**src/rtl/regfile_stream_loader.sv**
```systemverilog
// -----------------------------------------------------------------------------
// regfile_stream_loader
//
// Byte-serial loader for a 32 x 32-bit register file. Bytes arrive over a
// valid/ready handshake and are packed MSB-first into 32-bit words. Each
// complete word is written to the next register, starting at a programmed base
// address and wrapping from 31 back to 0. A read port that is always active
// returns register contents two cycles after the address is presented.
//
// Ports
//   clk            rising-edge clock
//   reset          synchronous, active-high; clears FSM, counters and memory
//   start          begin a burst (looked at only while idle)
//   start_address  first register written by the burst
//   word_count     words in the burst (0..32; larger values are clamped to 32)
//   in_valid       in_byte carries a valid byte
//   in_byte        stream byte; the first byte of a word becomes bits [31:24]
//   in_ready       loader accepts a byte this cycle
//   busy           burst in progress (any state other than idle)
//   done           one-cycle pulse when the burst completes
//   words_written  words committed in the current or last burst
//   rd_address     read address
//   rd_data        read data, two-cycle latency
// -----------------------------------------------------------------------------
module regfile_stream_loader (
  input  logic        clk,
  input  logic        reset,
  input  logic        start,
  input  logic [4:0]  start_address,
  input  logic [5:0]  word_count,
  input  logic        in_valid,
  input  logic [7:0]  in_byte,
  output logic        in_ready,
  output logic        busy,
  output logic        done,
  output logic [5:0]  words_written,
  input  logic [4:0]  rd_address,
  output logic [31:0] rd_data
);

  typedef enum logic [1:0] {
    S_IDLE,
    S_LOAD,
    S_WRITE,
    S_DONE
  } state_t;

  state_t      state_q, state_d;
  logic [4:0]  addr_q, addr_d;
  logic [5:0]  remaining_q, remaining_d;
  logic [1:0]  byte_cnt_q, byte_cnt_d;
  logic [31:0] word_q, word_d;
  logic [5:0]  words_written_q, words_written_d;
  logic [31:0] rd_hold_q, rd_hold_d;
  logic [31:0] rd_data_q, rd_data_d;
  logic        wr_en;

  logic [31:0] mem_q [32];

  // Outputs are decoded straight from the registered state, so they are glitch
  // free and settle right after the clock edge.
  assign in_ready      = (state_q == S_LOAD);
  assign busy          = (state_q != S_IDLE);
  assign done          = (state_q == S_DONE);
  assign words_written = words_written_q;
  assign rd_data       = rd_data_q;

  always_comb begin
    // NOTE: every signal driven here gets a default first, so no path through
    // the case statement can leave one unassigned and infer a latch.
    state_d         = state_q;
    addr_d          = addr_q;
    remaining_d     = remaining_q;
    byte_cnt_d      = byte_cnt_q;
    word_d          = word_q;
    words_written_d = words_written_q;
    wr_en           = 1'b0;

    // The read pipeline samples the array before this cycle's write lands, so
    // a read of the address being written returns the old contents.
    rd_hold_d = mem_q[rd_address];
    rd_data_d = rd_hold_q;

    case (state_q)
      S_IDLE: begin
        if (start) begin
          words_written_d = '0;
          if (word_count == 6'd0) begin
            state_d = S_DONE;
          end else begin
            addr_d      = start_address;
            remaining_d = (word_count > 6'd32) ? 6'd32 : word_count;
            byte_cnt_d  = '0;
            state_d     = S_LOAD;
          end
        end
      end

      S_LOAD: begin
        if (in_valid) begin
          word_d     = {word_q[23:0], in_byte};
          byte_cnt_d = byte_cnt_q + 2'd1;
          if (byte_cnt_q == 2'd3) begin
            state_d = S_WRITE;
          end
        end
      end

      S_WRITE: begin
        wr_en           = 1'b1;
        addr_d          = addr_q + 5'd1;  // 5-bit add wraps 31 -> 0
        remaining_d     = remaining_q - 6'd1;
        words_written_d = words_written_q + 6'd1;
        byte_cnt_d      = '0;
        state_d         = (remaining_q == 6'd1) ? S_DONE : S_LOAD;
      end

      S_DONE: begin
        state_d = S_IDLE;
      end

      default: begin
        state_d = S_IDLE;
      end
    endcase
  end

  always_ff @(posedge clk) begin
    // NOTE: sequential state uses non-blocking assignments only, so every flop
    // sees the pre-edge value of every other flop regardless of statement order.
    if (reset) begin
      state_q         <= S_IDLE;
      addr_q          <= '0;
      remaining_q     <= '0;
      byte_cnt_q      <= '0;
      word_q          <= '0;
      words_written_q <= '0;
      rd_hold_q       <= '0;
      rd_data_q       <= '0;
      // NOTE: the register file must read as zero after reset, so it is built
      // from resettable flops rather than a RAM macro without a clear.
      for (int i = 0; i < 32; i++) begin
        mem_q[i] <= '0;
      end
    end else begin
      state_q         <= state_d;
      addr_q          <= addr_d;
      remaining_q     <= remaining_d;
      byte_cnt_q      <= byte_cnt_d;
      word_q          <= word_d;
      words_written_q <= words_written_d;
      rd_hold_q       <= rd_hold_d;
      rd_data_q       <= rd_data_d;
      if (wr_en) begin
        mem_q[addr_q] <= word_q;
      end
    end
  end

endmodule

```
**config.mk**
```make
export PLATFORM = sky130hd
export DESIGN_NAME = regfile_stream_loader
export DESIGN_NICKNAME = d
export VERILOG_FILES = /design/src/rtl/regfile_stream_loader.sv
export SDC_FILE = /design/constraint.sdc
export NUM_CORES = 2
export LEC_CHECK = 0
export CAP_MARGIN = 10
export CELL_PAD_IN_SITES_DETAIL_PLACEMENT = 0
export CELL_PAD_IN_SITES_GLOBAL_PLACEMENT = 2
export CORE_MARGIN = 4
export CORE_UTILIZATION = 47
export DETAILED_ROUTE_END_ITERATION = 12
export GPL_ROUTABILITY_DRIVEN = 0
export GPL_TIMING_DRIVEN = 0
export PLACE_DENSITY = 0.83
export SLEW_MARGIN = 20
export SYNTH_ARGS = -nofsm -noshare
export SYNTH_HDL_FRONTEND = slang
export SYNTH_SLANG_ARGS = --single-unit
```
**constraint.sdc**
```tcl
create_clock -name clk -period 2.7 [get_ports clk]
set_clock_uncertainty 0.1 [all_clocks]
set_input_delay 0.54 -clock clk [delete_from_list [all_inputs] [get_ports clk]]
set_output_delay 0.54 -clock clk [all_outputs]
set_load 0.01 [all_outputs]
```
==> flow_metrics.py <==
metrics = {
    "yosys": {
        "synth_edf_count": 1024,
        "ys_types": 52,
        "synth_area_leaders": "edfxtp_1 61%, and2_1 13%, mux4_2 9.6%",
        "yosysSeqAreaShare": 0.655,
        "synthCells": 3346,
        "syn_area_um2": 50500,
        "postSynthAreaPerCell_um2": 15.1,
        "synth_common_cells": "1028 x and2_1, 1024 x edfxtp_1, 215 x mux4_2",
        "async_flop_share": 0,
        "synth_top_area_cell": "edfxtp_1",
        "synth_top_area_frac": 0.609,
        "synth.most_common_cell": "and2_1",
        "synth_fp_nets": 3382,
        "synth-warning-count": 0,
        "ys_ff_latch": 1141,
        "ys.flop_type": "edfxtp_1",
    },
    "floorplan": {
        "dieArea_um2": 113000,
        "die_w_um": 336,
        "io-pin-count": 69,
        "start_util": 0.476,
        "row_count": 119,
        "die_y_um": 336,
        "design.core.area_um2": 106000,
    },
    "clock_network": {
        "cts_root_buffer": "clkbuf_16",
        "insertion_delay_ns": 0.71,
        "clock-sinks": 1141,
        "cts_tree": "yes",
        "cts_buffers": 120,
        "htree_levels": 3,
        "clock_path_buffers": 3,
        "clkTransAtPathRegs_ns": 0.06,
        "holdBufCountCts": 0,
    },
    "global_route": {
        "grt_pass1_wl_um": 221000,
        "antenna_found_initial": 3,
        "grt_pass1_vias": 30500,
        "gr-total-overflow": 0,
        "grt_start_max_net_pins": 33,
        "track_usage": 0.278,
    },
    "worst_setup_path": {
        "arrival_ns": 3.07,
        "r2r_end": "mem_q[14][19]$_SDFFCE_PN0P_",
        "r2r_start": "state_q[1]$_SDFFE_PP0P_",
        "end_kind": "register",
        "worstPathRequired_ns": 2.94,
        "cp-startpoint": "state_q[1]$_SDFFE_PP0P_",
        "start_kind": "register",
        "worstRegToRegCells": 5,
        "cp-endpoint": "mem_q[14][19]$_SDFFCE_PN0P_",
        "worstPathMaxFanout": 16,
        "ff2ff_setup_slack_ns": -0.14,
        "worst-setup-path-type": "reg -> reg",
    },
    "sta": {
        "finalMaxSlewViolations": 0,
        "setup_viol": 304,
        "hold_viol": 0,
        "fmax_mhz": 353,
        "timing.final.crit_period_ns": 2.84,
        "fin_crit_sh": 1.05,
        "worst_slew_pin_slew_ns": 1.05,
        "rsz0062_at_grt": "true",
        "fin_ws_ns": -0.137,
        "slew_headroom": 0.303,
        "whs_ns": 0.325,
    },
    "route": {
        "wire_per_inst_um": 31.0,
        "drt_first_pass_iters": 6,
        "first_iter_violations": 3829,
        "ant_nets": 0,
        "vias": 30200,
        "drc": 0,
        "vias_per_cell": 5.98,
        "routed_wl_um": 157000,
    },
    "power_and_ir_drop": {
        "power_leakage_uw": 0.0208,
        "power.total_uw": 38800,
        "irDropWorstVdd_mv": 0.444,
        "p_per_area_nw_per_um2": 677,
    },
    "worst_hold_path": {
        "worstHoldPathType": "in -> reg",
    },
    "outcome": {
        "status": "finished, violations left",
        "violations": "setup timing",
    },
    "placed_design": {
        "port_buffers": 64,
        "place_ws_ns": -1.44,
        "place_hpwl_um": 103000,
    },
    "finish": {
        "nets": 3603,
        "area_growth_pct": 13.4,
        "layout-drive-gt1-share": 0.181,
    },
    "flow_run": {
        "maxCapViolCount": 0,
    },
}
## how the worst min path moves through the flow
stage,cells after the start,startpoint,slack [ns],to
global placement,1,rd_data_d[3]$_SDFF_PP0_,0.32,rd_data[3]$_SDFF_PP0_
detailed placement,1,rd_data_d[9]$_SDFF_PP0_,0.33,rd_data[9]$_SDFF_PP0_
global route,3,in_byte[0],0.31,word_q[0]$_SDFFE_PP0P_
CTS,3,in_byte[0],0.30,word_q[0]$_SDFFE_PP0P_
finish,3,in_byte[0],0.33,word_q[0]$_SDFFE_PP0P_
floorplan,1,rd_data_d[0]$_SDFF_PP0_,0.31,rd_data[0]$_SDFF_PP0_
## placed cells by master (no fill, tap or decap), types with 5 or more instances in the layout
master / n
nor2_4: 14
nor2b_1: 39
a211oi_1: 7
mux2i_1: 128
dfxtp_1: 116
buf_2: 24
buf_4: 31
or2_4: 62
inv_1: 7
bufinv_16: 9
a221oi_1: 21
nand2_1: 97
clkbuf_2: 92
a22oi_1: 34
buf_6: 15
o2111ai_1: 11
clkbuf_1: 182
o21ai_0: 22
clkinv_1: 15
clkbuf_16: 124
clkinv_2: 26
a221o_1: 32
ha_1: 8
edfxtp_1: 1024
nor2_1: 24
mux4_1: 9
and2_1: 1028
nor2_2: 18
o21ai_1: 12
clkdlybuf4s50_1: 63
a21oi_1: 45
a31oi_1: 33
and3_1: 6
mux4_2: 215
clkbuf_8: 5
## registers in the layout (all words and copies together), names as in the netlist
name / flops
words_written: 6
rd_data_d: 32
rd_data: 32
byte_cnt_q: 2
addr_q: 5
word_q: 32
remaining_q: 6
mem_q: 1024
state_q: 2
## area by class of cell
type	instances	area, µm²
fillers	8644	48800
flip-flops and latches	1141	33100
multi-input cells	1910	16300
clock buffers	157	3280
well taps	1391	1740
plain buffers	320	1610
repair buffers	67	678
clock inverters	59	539
inverters	7	26.3
diodes	4	10.0
## worst max-delay path, cell delays in order (launching register included)
cell,delay [ns]
dfxtp_1,0.32
buf_2,0.20
nor3b_4,0.41
nand2_2,0.34
nor2_2,0.57
or2_4,0.51
## routing by layer
layer  wire length, µm  up-vias  global-route usage
met3             13700      295              0.0517
met5                10        -                   0
li1                  -    12700                   -
met1             61300    15700               0.372
met2             76300     1506               0.463
met4              5640        2              0.0914
## cell families (layout without fill, tap and decap cells)
logic type,count (synthesis),after routing,synth area share
flip-flops,1141,1141,0.655
XOR/XNOR,3,3,0.000520
buffers and inverters,327,610,0.0311
other,0,4,0
AND/OR/NAND/NOR,1286,1318,0.153
multiplexers,353,353,0.126
AO/OA/AOI/OAI,228,228,0.0317
adder cells (fa/ha/maj),8,8,0.00198
## per-stage QoR
stage | setup TNS, ns | area [µm²] | cells | util
final | -14.43 | 57300 | 5056 | 0.540
after global routing | -31.62 | 57200 | 5052 | 0.540
after CTS | -2.68 | 57100 | 5046 | 0.539
after detailed placement | -1794.20 | 52900 | 4801 | 0.499
after global placement | -1712.11 | 52900 | 4801 | 0.499
after floorplan | 0 | 50500 | 3346 | -
## power breakdown
group          internal [µW]  total, µW  switching [µW]
combinational            930       2590            1660
sequential             19800      20000             190
clock                   9350      16200            6880
## what timing repair did
action,in CTS,in global routing
setup endpoints to repair,1139,913
setup buffers,0,3
endpoints found under the hold margin,0,0
gates resized for setup,93,58
gates cloned,29,3
pin swaps,8,1
No activity file was read; power rests on OpenSTA's default activity.
